[src/rtl/hazard_ctrl.sv]
// Hazard/stall controller: load-use stall, branch flush, mul/div start/done/timeout sequencing, memory freeze; perf counters built only with HAZARD_PERF_CNT_EN.
// Stall/flush/start are combinational in the same cycle; i_mem_wait freezes every stage and overrides all other requests.
module hazard_ctrl #(
    parameter int unsigned MC_TIMEOUT = 64
) (
    input  logic        i_clk,
    input  logic        i_rst_n,
    input  logic [4:0]  i_id_rs1,
    input  logic [4:0]  i_id_rs2,
    input  logic        i_id_uses_rs1,
    input  logic        i_id_uses_rs2,
    input  logic        i_ex_mem_read,
    input  logic [4:0]  i_ex_rd,
    input  logic        i_ex_branch_taken,
    input  logic        i_ex_mc_op,
    input  logic        i_mc_done,
    input  logic        i_mem_wait,
    output logic        o_pc_stall,
    output logic        o_if_id_stall,
    output logic        o_id_ex_stall,
    output logic        o_ex_mem_stall,
    output logic        o_mem_wb_stall,
    output logic        o_if_id_flush,
    output logic        o_id_ex_flush,
    output logic        o_ex_mem_flush,
    output logic        o_mc_start,
    output logic        o_mc_timeout,
    output logic [31:0] o_stall_cycles,
    output logic [31:0] o_flush_count
);

    typedef enum logic [1:0] {ST_RUN, ST_MC_WAIT, ST_MC_HOLD} state_t;

    localparam logic [7:0] TCNT_LAST = 8'(MC_TIMEOUT - 1);

    state_t      r_state;
    logic [7:0]  r_tcnt;
    logic        w_freeze;
    logic        w_load_use;
    logic        w_mc_start;
    logic        w_mc_busy;
    logic        w_timeout;

    assign w_freeze   = i_mem_wait;
    assign w_load_use = i_ex_mem_read && (i_ex_rd != 5'd0) &&
                        ((i_id_uses_rs1 && (i_id_rs1 == i_ex_rd)) ||
                         (i_id_uses_rs2 && (i_id_rs2 == i_ex_rd)));
    assign w_mc_start = (r_state == ST_RUN) && i_ex_mc_op && !w_freeze;
    // Timeout fires even when frozen: tcnt keeps counting through freezes.
    assign w_timeout  = (r_state == ST_MC_WAIT) && (r_tcnt == TCNT_LAST) && !i_mc_done;
    assign w_mc_busy  = (r_state == ST_MC_WAIT) && !i_mc_done && !w_timeout && !w_freeze;

    assign o_mc_start   = w_mc_start;
    assign o_mc_timeout = w_timeout;

    always_comb begin
        o_pc_stall     = 1'b0;
        o_if_id_stall  = 1'b0;
        o_id_ex_stall  = 1'b0;
        o_ex_mem_stall = 1'b0;
        o_mem_wb_stall = 1'b0;
        o_if_id_flush  = 1'b0;
        o_id_ex_flush  = 1'b0;
        o_ex_mem_flush = 1'b0;
        if (w_freeze) begin
            o_pc_stall     = 1'b1;
            o_if_id_stall  = 1'b1;
            o_id_ex_stall  = 1'b1;
            o_ex_mem_stall = 1'b1;
            o_mem_wb_stall = 1'b1;
        end else if (w_mc_start || w_mc_busy) begin
            o_pc_stall     = 1'b1;
            o_if_id_stall  = 1'b1;
            o_id_ex_stall  = 1'b1;
            o_ex_mem_flush = 1'b1;
        end else if ((r_state == ST_RUN) && i_ex_branch_taken) begin
            // A taken branch makes the ID instruction wrong-path, so load-use is moot.
            o_if_id_flush  = 1'b1;
            o_id_ex_flush  = 1'b1;
        end else if ((r_state == ST_RUN) && w_load_use) begin
            o_pc_stall     = 1'b1;
            o_if_id_stall  = 1'b1;
            o_id_ex_flush  = 1'b1;
        end
    end

    always_ff @(posedge i_clk or negedge i_rst_n) begin
        if (!i_rst_n) begin
            r_state <= ST_RUN;
            r_tcnt  <= 8'd0;
        end else begin
            case (r_state)
                ST_RUN: begin
                    if (w_mc_start) begin
                        r_state <= ST_MC_WAIT;
                        r_tcnt  <= 8'd0;
                    end
                end
                ST_MC_WAIT: begin
                    if (i_mc_done) begin
                        r_state <= w_freeze ? ST_MC_HOLD : ST_RUN;
                    end else if (w_timeout) begin
                        r_state <= ST_RUN;
                    end else begin
                        r_tcnt  <= r_tcnt + 8'd1;
                    end
                end
                ST_MC_HOLD: begin
                    if (!w_freeze) begin
                        r_state <= ST_RUN;
                    end
                end
                default: r_state <= ST_RUN;
            endcase
        end
    end

`ifdef HAZARD_PERF_CNT_EN
    logic [31:0] r_stall_cycles;
    logic [31:0] r_flush_count;

    always_ff @(posedge i_clk or negedge i_rst_n) begin
        if (!i_rst_n) begin
            r_stall_cycles <= 32'd0;
            r_flush_count  <= 32'd0;
        end else begin
            if (o_pc_stall) begin
                r_stall_cycles <= r_stall_cycles + 32'd1;
            end
            if (o_if_id_flush) begin
                r_flush_count <= r_flush_count + 32'd1;
            end
        end
    end

    assign o_stall_cycles = r_stall_cycles;
    assign o_flush_count  = r_flush_count;
`else
    assign o_stall_cycles = 32'd0;
    assign o_flush_count  = 32'd0;
`endif

endmodule

[config.mk]
export PLATFORM = sky130hd
export DESIGN_NAME = hazard_ctrl
export DESIGN_NICKNAME = d
export VERILOG_FILES = /design/src/rtl/hazard_ctrl.sv
export SDC_FILE = /design/constraint.sdc
export NUM_CORES = 1
export LEC_CHECK = 0
export ABC_AREA = 1
export ABC_CLOCK_PERIOD_IN_PS = 2100
export BUFFER_PORTS_ARGS = -buffer_cell sky130_fd_sc_hd__buf_4
export CAP_MARGIN = 30
export CORE_MARGIN = 8
export CORE_UTILIZATION = 40
export DETAILED_ROUTE_END_ITERATION = 10
export PLACE_DENSITY = 0.81
export SKIP_CTS_REPAIR_TIMING = 1
export SLEW_MARGIN = 20
export SYNTH_ARGS = -nofsm -noshare
export SYNTH_HDL_FRONTEND = slang
export SYNTH_SLANG_ARGS = --single-unit
[constraint.sdc]
create_clock -name i_clk -period 2.1 [get_ports i_clk]
set_input_delay 0.105 -clock i_clk [delete_from_list [all_inputs] [get_ports i_clk]]
set_output_delay 0.105 -clock i_clk [all_outputs]
set_load 0.05 [all_outputs]
# Yosys cells after proc, flatten, opt, wreduce, memory -nomap -nowiden
# Index checks and enable logic that the tools add are counted.
totals:
  ff_bits: 10
  latch_bits: 0
  ram_bits: 0
  romBits: 0
  output_inout_bits: 74
  elab_cells: 60
  mem_count: 0
op_classes:
  add_sub_neg: 1
  multipliers: 0
  div_mod_pow: 0
  order_cmp: 0
  n_eq_ne: 10
  n_shift: 0
  mux: 24
  bitwise_logic: 0
  n_reduce_logical: 23
ops:
  columns: ["cell", "n"]
  rows:
  - ["2-to-1 mux 8 bit", 3]
  - ["one-hot mux 8 bit (2 select lines)", 1]
  - ["2-to-1 mux 1 bit", 14]
  - ["logical AND 1 bit", 13]
  - ["equality test 5 bit", 2]
  - ["2-to-1 mux 2 bit", 5]
  - ["adder 8 x 1 -> 8 bit, second input constant", 1]
  - ["equality test 8 x 6 -> 1 bit, second input constant", 1]
  - ["inequality test 2 bit, second input constant", 4]
  - ["one-hot mux 2 bit (3 select lines)", 1]
  - ["nonzero test 5 bit", 1]
  - ["AND reduction 4 bit", 1]
  - ["logical NOT 1 bit", 3]
  - ["inequality test 3 bit, second input constant", 1]
  - ["AND reduction 3 bit", 1]
  - ["equality test 2 x 1 -> 1 bit, second input constant", 1]
  - ["equality test 2 bit, second input constant", 1]
  - ["logical NOT 2 bit", 1]
  - ["logical OR 1 bit", 2]
  - ["nonzero test 2 bit", 1]

# Longest topological paths before layout
# Gate-level depths: netlist of the first run.
depth:
  ltp_word: 9
  mapped_depth: 9
  ltp_nobuf: 9

# Worst setup path after synthesis of the first run
# OpenSTA, ideal clock, no wires.
synth_path:
  path_kind: "reg-to-output"
  startpoint: "register r_tcnt[0]"
  endpoint: "output port o_pc_stall"
  arrival_ns: 2.204
  required_ns: 1.995
  slack_ns: -0.209
  path_stages_with_launch: 9
  n_path_buf: 1
  cell_sequence: "dfrtp_1 > ha_1 > nand2_2 > nor2_4 > nand2_4 > o21ai_4 > nand3_2 > o21bai_1 > buf_4"
synth_via:
  elab_chain_len: 9
synth_rtl:
  columns: ["item", "line", "text"]
  rows:
  - ["from (decl)", "37", "logic [7:0] r_tcnt;"]
  - ["from (signal assigned)", "105", "r_tcnt <= r_tcnt + 8'd1;"]
  - ["equality test 8 x 6 -> 1 bit", "50", "assign w_timeout = (r_state == ST_MC_WAIT) && (r_tcnt == TCNT_LAST) && !i_mc_done;"]
  - ["logical AND 1 bit (2 in a row)", "50", null]
  - ["logical NOT 1 bit", "51", "assign w_mc_busy = (r_state == ST_MC_WAIT) && !i_mc_done && !w_timeout && !w_freeze;"]
  - ["logical AND 1 bit (2 in a row)", "51", null]
  - ["logical OR 1 bit", "71", "end else if (w_mc_start || w_mc_busy) begin"]
  - ["2-to-1 mux 1 bit (2 in a row)", null, null]
  - ["to (decl)", "18", "output logic o_pc_stall,"]
# No other way between the ends.

# Final worst setup path of the first run
layout_path:
  startpoint: "register r_tcnt[0]"
  endpoint: "output port o_if_id_stall"
layout_via:
  elab_chain_len: 9
layout_rtl:
  columns: ["item", "line", "text"]
  rows:
  - ["equality test 8 x 6 -> 1 bit", "50", null]
  - ["logical AND 1 bit (2 in a row)", "50", null]
  - ["logical NOT 1 bit", "51", null]
  - ["logical AND 1 bit (2 in a row)", "51", null]
  - ["logical OR 1 bit", "71", null]
  - ["2-to-1 mux 1 bit", "71", null]
  - ["2-to-1 mux 1 bit", "65", "if (w_freeze) begin"]
  - ["to (decl)", "19", "output logic o_if_id_stall,"]
# No other way between the ends.

==> results of run 1 <==
==> cell families after synthesis <==
| group | Yosys count | synth area share (%) |
|---|---|---|
| xor+xnor | 4 | 2.61 |
| other cells | 1 | 0.279 |
| mux | 1 | 0.746 |
| fa+ha+maj | 1 | 0.932 |
| simple gates | 71 | 24.0 |
| buf+inv | 96 | 45.6 |
| flops | 10 | 18.6 |
| compound gates | 15 | 7.18 |
==> cells in the mapped netlist, drive strengths merged <==
library cell,instances,area [sq um]
a31o,1,8.76
buf,67,503
conb,1,3.75
dfrtp,10,250
ha,1,12.5
inv,29,109
mux2i,1,10.0
nand2,44,180
nand3,9,55.1
nand3b,1,7.51
nand4,3,18.8
nor2,13,56.3
nor3,1,5.00
o21ai,11,66.3
o21bai,1,7.51
o22ai,1,6.26
o31ai,1,7.51
xnor2,1,8.76
xor2,3,26.3
==> layer usage <==
metal,up-vias,part of all wire (%)
met4,0,0.59
met3,2,14
met1,462,32
met5,-,0
met2,52,53
li1,549,-
==> where the power goes <==
part	internal [mW]	leakage [nW]	switching [mW]
clock network	0.105	0.0210	0.0671
registers	0.216	0.136	0.0332
logic	0.116	0.766	0.417
==> through the flow <==
step / setup slack (ns) / hold WS [ns] / util [%] / setup TNS, ns
finish: 0.0858 / 0.109 / 44.8 / 0
global route: -0.00373 / 0.120 / 44.8 / -0.00677
CTS: -0.00145 / -0.354 / 43.4 / -0.00177
detailed placement: 0.303 / -0.0593 / 42.3 / 0
global placement: 0.393 / -0.0631 / 42.3 / 0
floorplan: -0.0704 / -0.191 / - / -0.0818
==> worst max-delay path by stage <==
| stage | startpoint | to | slack, ns | depth (start not counted) |
|---|---|---|---|---|
| 5_1_grt | r_tcnt[0] | o_if_id_stall | -0.004 | 8 |
| 3_3_place_gp | r_tcnt[0] | o_if_id_stall | 0.39 | 8 |
| 4_1_cts | r_tcnt[0] | o_if_id_stall | -0.001 | 8 |
| 3_5_place_dp | r_tcnt[0] | o_if_id_stall | 0.30 | 8 |
| 2_1_floorplan | r_tcnt[0] | o_pc_stall | -0.07 | 8 |
| 6_report | r_tcnt[0] | o_if_id_stall | 0.09 | 8 |
==> worst max-delay path: stages, from the launching register on <==
cell and delay, ns:
dfrtp_1 0.43, ha_4 0.18, nand2_2 0.06, nor2_4 0.13, nand2_4 0.08, o21ai_4 0.22, nand3_2 0.12, o21bai_2 0.21
buf_4 0.19
==> final cells by class <==
| class | instances | share of cell area (%) |
|---|---|---|
| sequential | 10 | 17.0 |
| multi-input combinational | 156 | 50.1 |
| tap | 46 | 3.91 |
| inverter | 29 | 7.40 |
| clock buffer | 4 | 2.47 |
| timing repair buffer | 37 | 19.1 |
==> registers in the layout, indices dropped and copies added, names as in the netlist <==
register / count
r_tcnt: 8
r_state: 2
==> impl_metrics.ini, run 1 <==
[status]
status = complete, no violations

[timing]
fin_skew_ns = 0.00363
period_minus_slack_ns = 2.01
finalCritPeriodShare_pct = 95.9
max_freq_ghz = 0.496
finalSetupViolCount = 0
final-max-slew-violation-count = 0
hold_viol = 0

[min_path]
hold_end = r_state[1]
min_path_cells = 3
hp-class = primary input to flop
min_from = i_mc_done

[placement]
gp_congestion = 0.928
dpl.hpwl_mm = 2.51
numPortBuffers = 33
place_area_sq_um = 1390
place_inst = 274

[clock_tree]
cts_made_buffers = 3
cts-root-buf = clkbuf_4
worstSkewPairLatency_ns = 0.27
clock_sinks = 10
cts_max_level = 1
cts_tree = yes
cts_buffer_depth = 2
clkTransAtPathRegs_ns = 0.06

[route]
vias = 1065
drt-total-wl_mm = 2.87
final_antenna_net_count = 0
drc = 0
wl_per_cell_microns = 10.2
dr.first_iter.drc_count = 11
dr.pass1.iters = 4
viasPerCell = 3.78

[pwr]
total_power_mw = 0.955
ir_drop_v = 0.000452
power.density_nw_per_um2 = 650
leakage_nw = 0.923

[floorplan]
coreArea_sq_um = 3280
initial_core_util_pct = 40.9
design.die.area_sq_um = 5470
pin_count = 98
dieHeight_microns = 73.9
row_count = 21
die_w_microns = 73.9

[layout]
fin_cells = 282
fin_area_sq_um = 1470
final_common_cell = conb_1
syn2layout_area_growth_pct = 9.51
final_cell_mix = conb_1 (64), nand2_1 (40), buf_4 (36)
nets = 262
fill_cells = 366
seqCellArea_sq_um = 250
drive_gt1_share_pct = 22.5
multi_input_area_sq_um = 737
diodes = 0

[setup_path]
reg2reg_slack_ns = 0.54
required_ns = 2.00
r2r-start = r_tcnt[0]
cp-start-kind = flop
reg2regPathDepth = 8
r2r_end = r_tcnt[7]
endpoint_kind = output port
cp.arrival_ns = 1.91
crit_fanout = 6
path_class = flop to output port

[global_routing]
use_met1_pct = 8.07
busiest_layer = met2
grt_max_degree = 11
antenna_found_initial = 0
grtUsageTotal_pct = 8.96
grt_pass1_vias = 921
grt_overflow = 0
grtUsageMet2_pct = 17.0
grtUsageMet3_pct = 4.04
grt_pass1_wl_mm = 3.91

[logic_synthesis]
synth-seq-area-share_pct = 18.6
ys_types = 26
yosys_warnings = 0
synth-seq-cells = 10
syn_inst = 199
syn-cell-area_sq_um = 1340
postSynthAreaPerCell_sq_um = 6.75

[run]
maxCapViolCount = 0
Note: power is estimated with default switching activity, not from simulation.
==> inputs of run 2 (changes only) <==
Settings changed: ABC_CLOCK_PERIOD_IN_PS 2100 to 2000, CORE_ASPECT_RATIO from default to 1.5.
Clock period 2.1 ns to 2 ns, I/O delays scaled along.
==> run 2 against run 1 <==
  * Final cell count fell by 2.5%
  * Wire length is 4.7% higher
  * Critical endpoint unchanged
  * Sequential cell count unchanged
  * Clock power is 16% higher
  * Die area is 0.69% higher
==> impl_metrics.ini, run 2 (synthesis results as in run 1) <==
[status]
status = complete, no violations

[floorplan]
coreArea_sq_um = 3320
row_count = 26
dieHeight_microns = 87.0
pin_count = 98
die_w_microns = 63.3
design.die.area_sq_um = 5500
initial_core_util_pct = 40.5

[clock_tree]
clkTransAtPathRegs_ns = 0.05
clock_sinks = 10
cts_made_buffers = 3
cts-root-buf = clkbuf_8
cts_max_level = 1
cts_tree = yes
worstSkewPairLatency_ns = 0.23
cts_buffer_depth = 2

[layout]
final_cell_mix = conb_1 (64), nand2_1 (40), buf_4 (34)
final_common_cell = conb_1
fin_cells = 275
diodes = 0
top_regs = r_tcnt (8), r_state (2)
nets = 260
largest_reg_flops = 8
largest_register = r_tcnt
drive_gt1_share_pct = 21.0
fin_util_pct = 43.7
fin_area_sq_um = 1450
syn2layout_area_growth_pct = 8.01

[route]
dr.first_iter.drc_count = 63
dr.pass1.iters = 5
drt-total-wl_mm = 3.00
vias = 1084
met3_length_microns = 365
wirelength_met1_mm = 1.11
drc = 0
route.met2.wl_mm = 1.51
dr.max_layer_used = met4
viasPerCell = 3.94
wl_per_cell_microns = 10.9
final_antenna_net_count = 0

[pwr]
ir_drop_v = 0.000479
power.density_nw_per_um2 = 689
leakage_nw = 0.918

[global_routing]
grt_max_degree = 11
grt_pass1_wl_mm = 4.68
antenna_found_initial = 0
grtUsageTotal_pct = 10.2
grt_pass1_vias = 1064
grt_overflow = 0

[timing]
finalSetupViolCount = 0
finalCritPeriodShare_pct = 92.7
hold_viol = 0
rsz0062_at_grt = false
max_freq_ghz = 0.539
fin_skew_ns = 0.00293
worst_slack_ns = 0.145
period_minus_slack_ns = 1.85
final-max-slew-violation-count = 0

[placement]
gp_congestion = 0.874
pre_cts_ws_ns = 0.398
place_area_sq_um = 1400
dpl.hpwl_mm = 2.62
numPortBuffers = 33
place_inst = 271

[setup_path]
cp.arrival_ns = 1.75
required_ns = 1.90
crit_fanout = 3
endpoint_kind = output port
cp-start-kind = flop
path_class = flop to output port

[run]
maxCapViolCount = 0

[min_path]
hp-class = primary input to flop
run 2: changes by cell type in the layout (fill, tap and decap cells not counted), sizes merged:
cell    delta
buf        -2
clkbuf     -1
run 2: cell type report:
| cell class | count | area (sq um) |
|---|---|---|
| Clock buffer | 3 | 41.3 |
| Timing Repair Buffer | 35 | 265 |
| Fill cell | 341 | 1870 |
| Multi-Input combinational cell | 156 | 732 |
| Tap cell | 42 | 52.6 |
| Inverter | 29 | 109 |
| Sequential cell | 10 | 250 |
run 2: worst paths after layout:
path | from | endpoint | slack (ns) | cells after the start
worst max register to register | r_tcnt[0] | r_tcnt[6] | 0.49 | 9
worst min-delay path | i_mc_done | r_state[1] | 0.13 | 3
min in group asynchronous | i_rst_n | r_tcnt[6] | 0.23 | 2
worst max-delay path | r_tcnt[0] | o_if_id_stall | 0.15 | 8
max in group asynchronous | i_rst_n | r_tcnt[4] | 1.63 | 2
worst min register to register | r_state[0] | r_state[1] | 0.49 | 1
run 2: where the power goes:
group / internal, mW / switching, mW
clock network: 0.131 / 0.0689
registers: 0.228 / 0.0233
logic: 0.109 / 0.439
total: 0.468 / 0.531
run 2: worst max-delay path: stages (launching register included):
cell      delay [ns]
dfrtp_1         0.37
ha_1            0.23
nand2_2         0.08
nor2_4          0.13
nand2_4         0.07
o21ai_4         0.14
nand3_2         0.11
o21bai_4        0.19
buf_4           0.19
run 2: per-layer routing:
metal,vias up,track usage (%)
met1,472,9.37
met2,63,18.6
met5,-,0
met3,4,4.77
li1,545,-
met4,0,4.68
run 2: per-stage QoR:
stage	total power, mW	hold slack (ns)	TNS (ns)
floorplan	0.797	-0.196	-0.0821
global placement	0.790	-0.0645	0
detailed placement	0.794	-0.0629	0
CTS	1.00	-0.313	0
global route	1.06	0.153	0
finish	0.999	0.135	0
